## src/rtl/map_latch_gen.sv

```systemverilog
// Parametrised NES address-latch mapper: inner PRG/CHR latch, lockable outer bank, save-state port.
// Optional CPU-cycle IRQ counter is built only when MAP_LATCH_IRQ_EN is defined.
module map_latch_gen #(
   parameter int PRG_BW   = 4,
   parameter int CHR_BW   = 4,
   parameter int OUTER_BW = 2
) (
   input  logic                         m2,
   input  logic                         map_rst_n,
   input  logic [15:0]                  cpu_addr,
   input  logic [7:0]                   cpu_dat,
   input  logic                         cpu_rw,
   input  logic [13:0]                  ppu_addr,
   input  logic                         ss_act,
   input  logic                         ss_we,
   input  logic [7:0]                   ss_addr,
   output logic [7:0]                   ss_rdat,
   output logic [OUTER_BW+PRG_BW+13:0]  prg_addr,
   output logic [OUTER_BW+CHR_BW+12:0]  chr_addr,
   output logic                         ciram_a10,
   output logic                         irq
);

   localparam int OW1 = (OUTER_BW > 0) ? OUTER_BW : 1;

   logic [CHR_BW-1:0] r_chr;
   logic [PRG_BW-1:0] r_prg;
   logic              r_mir;
   logic              r_prg_mode;
   logic [OW1-1:0]    r_outer;
   logic              r_lock;

   logic              w_bus_wr;
   logic              w_ss_wr;
   logic [PRG_BW-1:0] w_prg_bank;
   logic              w_unused_bits;

   assign w_bus_wr      = !cpu_rw && !ss_act;
   assign w_ss_wr       = ss_act && ss_we;
   assign w_unused_bits = ^{cpu_dat, ppu_addr[13], r_outer};

   always_ff @(negedge m2 or negedge map_rst_n) begin
      if (!map_rst_n) begin
         r_chr      <= '0;
         r_prg      <= '0;
         r_mir      <= 1'b0;
         r_prg_mode <= 1'b0;
         r_outer    <= '0;
         r_lock     <= 1'b0;
      end else if (w_ss_wr) begin
         case (ss_addr)
            8'd0: begin
               r_prg_mode <= cpu_dat[7];
               r_mir      <= cpu_dat[6];
               r_chr      <= cpu_dat[CHR_BW-1:0];
            end
            8'd1: r_prg <= cpu_dat[PRG_BW-1:0];
            8'd2: begin
               r_lock <= cpu_dat[7];
               if (OUTER_BW > 0) r_outer <= cpu_dat[OW1-1:0];
            end
            default: ;
         endcase
      end else if (w_bus_wr) begin
         if (cpu_addr[15]) begin
            r_chr      <= cpu_addr[CHR_BW-1:0];
            r_mir      <= cpu_addr[6];
            r_prg_mode <= cpu_addr[7];
            r_prg      <= cpu_addr[8 +: PRG_BW];
         end else if (cpu_addr[15:13] == 3'b011 && !r_lock) begin
            r_lock <= cpu_dat[7];
            if (OUTER_BW > 0) r_outer <= cpu_dat[OW1-1:0];
         end
      end
   end

   // 32 KB mode replaces the bank LSB with A14 so both halves come from one even/odd pair.
   always_comb begin
      w_prg_bank = r_prg;
      if (r_prg_mode) w_prg_bank[0] = cpu_addr[14];
   end

   generate
      if (OUTER_BW > 0) begin : g_outer
         assign prg_addr = {r_outer, w_prg_bank, cpu_addr[13:0]};
         assign chr_addr = {r_outer, r_chr, ppu_addr[12:0]};
      end else begin : g_no_outer
         assign prg_addr = {w_prg_bank, cpu_addr[13:0]};
         assign chr_addr = {r_chr, ppu_addr[12:0]};
      end
   endgenerate

   assign ciram_a10 = r_mir ? ppu_addr[11] : ppu_addr[10];

`ifdef MAP_LATCH_IRQ_EN
   logic [15:0] r_cnt;
   logic [15:0] r_reload;
   logic        r_en;
   logic        r_irq;

   // Expiry is evaluated before the register writes so a $5002 ack overrides it,
   // and a same-edge reload write only affects the next wrap.
   always_ff @(negedge m2 or negedge map_rst_n) begin
      if (!map_rst_n) begin
         r_cnt    <= '0;
         r_reload <= '0;
         r_en     <= 1'b0;
         r_irq    <= 1'b0;
      end else if (ss_act) begin
         if (ss_we) begin
            case (ss_addr)
               8'd3: r_cnt[7:0]     <= cpu_dat;
               8'd4: r_cnt[15:8]    <= cpu_dat;
               8'd5: r_reload[7:0]  <= cpu_dat;
               8'd6: r_reload[15:8] <= cpu_dat;
               8'd7: begin
                  r_irq <= cpu_dat[1];
                  r_en  <= cpu_dat[0];
               end
               default: ;
            endcase
         end
      end else begin
         if (r_en) begin
            if (r_cnt == 16'd0) begin
               r_irq <= 1'b1;
               r_cnt <= r_reload;
            end else begin
               r_cnt <= r_cnt - 16'd1;
            end
         end
         if (!cpu_rw) begin
            case (cpu_addr)
               16'h5000: r_reload[7:0]  <= cpu_dat;
               16'h5001: r_reload[15:8] <= cpu_dat;
               16'h5002: begin
                  r_en  <= cpu_dat[0];
                  r_irq <= 1'b0;
                  if (cpu_dat[0]) r_cnt <= r_reload;
               end
               default: ;
            endcase
         end
      end
   end

   assign irq = r_irq;
`else
   assign irq = 1'b0;
`endif

   always_comb begin
      ss_rdat = 8'hFF;
      case (ss_addr)
         8'd0: begin
            ss_rdat               = '0;
            ss_rdat[7]            = r_prg_mode;
            ss_rdat[6]            = r_mir;
            ss_rdat[CHR_BW-1:0]   = r_chr;
         end
         8'd1: begin
            ss_rdat               = '0;
            ss_rdat[PRG_BW-1:0]   = r_prg;
         end
         8'd2: begin
            ss_rdat               = '0;
            ss_rdat[7]            = r_lock;
            if (OUTER_BW > 0) ss_rdat[OW1-1:0] = r_outer;
         end
`ifdef MAP_LATCH_IRQ_EN
         8'd3: ss_rdat = r_cnt[7:0];
         8'd4: ss_rdat = r_cnt[15:8];
         8'd5: ss_rdat = r_reload[7:0];
         8'd6: ss_rdat = r_reload[15:8];
         8'd7: ss_rdat = {6'd0, r_irq, r_en};
`endif
         default: ;
      endcase
   end

endmodule

```

## config.mk

```make
export PLATFORM = sky130hd
export DESIGN_NAME = map_latch_gen
export DESIGN_NICKNAME = d
export VERILOG_FILES = /design/src/rtl/map_latch_gen.sv
export SDC_FILE = /design/constraint.sdc
export NUM_CORES = 1
export LEC_CHECK = 0
export ABC_CLOCK_PERIOD_IN_PS = 5250
export CORE_MARGIN = 2
export CORE_UTILIZATION = 33
export CTS_CLUSTER_SIZE = 16
export DETAILED_ROUTE_END_ITERATION = 10
export GPL_ROUTABILITY_DRIVEN = 0
export MAX_ROUTING_LAYER = met4
export PLACE_DENSITY = 0.91
export SYNTH_ARGS = -nofsm -noshare
export SYNTH_HDL_FRONTEND = slang
export SYNTH_SLANG_ARGS = --single-unit
```

## constraint.sdc

```tcl
create_clock -name m2 -period 5.25 [get_ports m2]
set_input_delay 1.05 -clock m2 [delete_from_list [all_inputs] [get_ports m2]]
set_output_delay 1.05 -clock m2 [all_outputs]
set_load 0.05 [all_outputs]
```

==> impl_metrics.toml <==
[synth]
synthesis.area_sq_um = 1091
synth-seq-cells = 13
synth-warning-count = 0
netlist-cell-type-count = 29
netlist.area_leader.share = 0.2982
syn_avg_cell_area_sq_um = 8.728
syn_inst = 125
ys_seq_area_frac = 0.2982
synth_nets = 176
synth_area_leader_cell = "dfrtn_1"
synth_area_leaders = "dfrtn_1 (30%), buf_4 (23%), a21oi_1 (6.4%)"

[min_path]
hold_class = "reg -> reg"
whs_path_depth = 2
hold_end = "r_prg[0]$_DFFE_NN0P_"
worstHoldStart = "r_prg[0]$_DFFE_NN0P_"

[global_route]
grt_usage = 0.1719
grt_pass1_wl_mm = 4.567
grt_overflow = 0
grt_max_degree = 14
antenna_found_initial = 0
first_global_vias = 1030

[cts]
cts_buffers = 3
cts_resized = 4
cts_setup_buffers = 0
cts-root-buf = "clkbuf_4"
cts_tree = "built"
clk_pin_slew_ns = 0.06
clock_latency_ns = 0.29
h-tree-depth = 1
clock_path_buffers = 2
cts.sink_count = 13
ctsHoldBuffers = 0

[timing]
slew_viol_final = 0
rsz0062_at_grt = "no"
worst_pin_slew_ns = 0.6177
postLayoutSetupSlackWorst_ns = 0.06104
holdWs_ns = 0.5040
worst_clock_skew_ns = 0.001280
setup_viol = 0
slew_headroom = 0.5869
hold_viol_final = 0

[layout]
nets = 223
num_antenna_cells = 0
drive_gt1_frac = 0.2749
syn_to_final_growth_pct = 51.61
final_cell_mix = "clkdlybuf4s50_1 (45), buf_4 (28), a21oi_1 (14), dfrtn_1 (13), nand2_1 (9)"
final_common_cell = "clkdlybuf4s50_1"

[power_and_ir_drop]
power.switching_w = 0.0002088
p_per_area_nw_per_um2 = 277.9
ir_drop_v = 0.00009741
clock_power_share = 0.140
leakage_nw = 0.7137
internal_power_w = 0.0002509
p_seq_frac = 0.319
comb_power_share = 0.541
p_sw_frac = 0.4542
p_total_w = 0.0004597

[place]
hpwlAfterDp_mm = 2.446
portBuffers = 67
pre_cts_ws_ns = -0.3713

[floorplanning]
coreArea_sq_um = 3103
dieHeight_um = 61.50
io_pins = 100
start_util = 0.3516
die_area_sq_um = 3782
die_x_um = 61.50
fp-row-count = 20

[status]
status = "finished, final reports clean"

[drt]
drc = 0
firstDrtPassIters = 5
vias = 993
wirelength_mm = 3.078
ant_nets = 0
viasPerCell = 4.619
wl_per_cell_um = 14.32
drtIter0Drc = 27

[worst_setup_path]
rrSetupSlack_ns = 4.02
critical_path_class = "in -> reg"
r2r_cells = 2
critPathCaptureType = "flip-flop"
critPathMaxFanout = 3
cp.required_ns = 2.76
r2r_start = "r_lock$_DFFE_NN0P_"
r2r-end = "r_outer[1]$_DFFE_NN0P_"
arrival_ns = 2.70
cp-start-kind = "primary input"

[flow_run]
drv_cap = 0
-- kinds of logic after synthesis --
kind of cell           Yosys count  share of synthesized area
and+or+nand+nor                 34                     0.1686
AOI/OAI and AO/OA               25                     0.1571
buffers and inverters           41                     0.2592
other                            1                   0.003437
muxes                           11                     0.1135
DFF                             13                     0.2982
-- sequential cells by signal (all words and copies together) (netlist names) --
name	cells
r_chr	4
r_prg_mode	1
r_prg	4
r_lock	1
r_mir	1
r_outer	2
-- cells in the mapped netlist --
cell and n:
buf_4 34, o31ai_4 1, o21ai_0 2, and3_1 4
nand2_1 9, o22ai_1 4, conb_1 1, mux2_2 3
mux2i_1 6, nand2b_1 2, nand4bb_1 1, o31ai_2 1
o21ai_4 1, or2_2 2, a21oi_1 14, nor2b_1 2
a22o_1 1, or3_4 1, or4_4 1, nor3_1 1
dfrtn_1 13, clkbuf_1 2, or3b_2 1, mux2_4 2
nor2_1 8, buf_2 1, nand3_1 2, inv_1 4
a21o_1 1
-- layout make-up --
class / count / area, sq um
fill: 286 / 1449
timing repair buffer: 79 / 747.0
multi-input combinational: 71 / 485.5
sequential: 13 / 325.3
tap: 44 / 55.05
clock buffer: 4 / 26.28
inverter: 4 / 15.01
-- worst max-delay path by stage --
stage / from / end / cells past startpoint
global placement: ss_addr[5] / r_outer[0]$_DFFE_NN0P_ / 5
floorplan: r_prg[0]$_DFFE_NN0P_ / prg_addr[14] / 2
finish: ss_addr[5] / r_outer[1]$_DFFE_NN0P_ / 5
global route: ss_addr[5] / r_outer[1]$_DFFE_NN0P_ / 5
detailed placement: ss_addr[5] / r_outer[1]$_DFFE_NN0P_ / 5
CTS: ss_addr[5] / r_outer[1]$_DFFE_NN0P_ / 5
-- metal layers --
metal,GRT usage,vias to the layer above,share of wire
li1,-,488,-
met1,0.1729,466,0.40
met2,0.3173,33,0.52
met3,0.02521,6,0.057
met4,0.08815,0,0.016
met5,-,-,0
-- critical path: stages --
cell and delay [ns]:
clkdlybuf4s50_1 0.39, or4_4 0.43, or3_4 0.40, o31ai_4 0.09, mux2_4 0.33
-- power groups by stage --
stage                     registers (W)  logic [W]  clock network, W
after global placement         0.000147   0.000247                 0
after floorplan                0.000179   0.000167                 0
after CTS                      0.000147   0.000250         0.0000645
final                          0.000147   0.000249         0.0000644
after global routing           0.000150   0.000261         0.0000696
after detailed placement       0.000148   0.000250                 0
-- metrics by stage --
step	TNS, ns	util	cells	area (sq um)
after detailed placement	-3.649	0.5250	211	1629
after global routing	0	0.5331	215	1654
after global placement	-3.274	0.5250	211	1629
after CTS	0	0.5331	215	1654
after floorplan	0	-	125	1091
final	0	0.5331	215	1654
No activity file was read; power rests on OpenSTA's default activity.
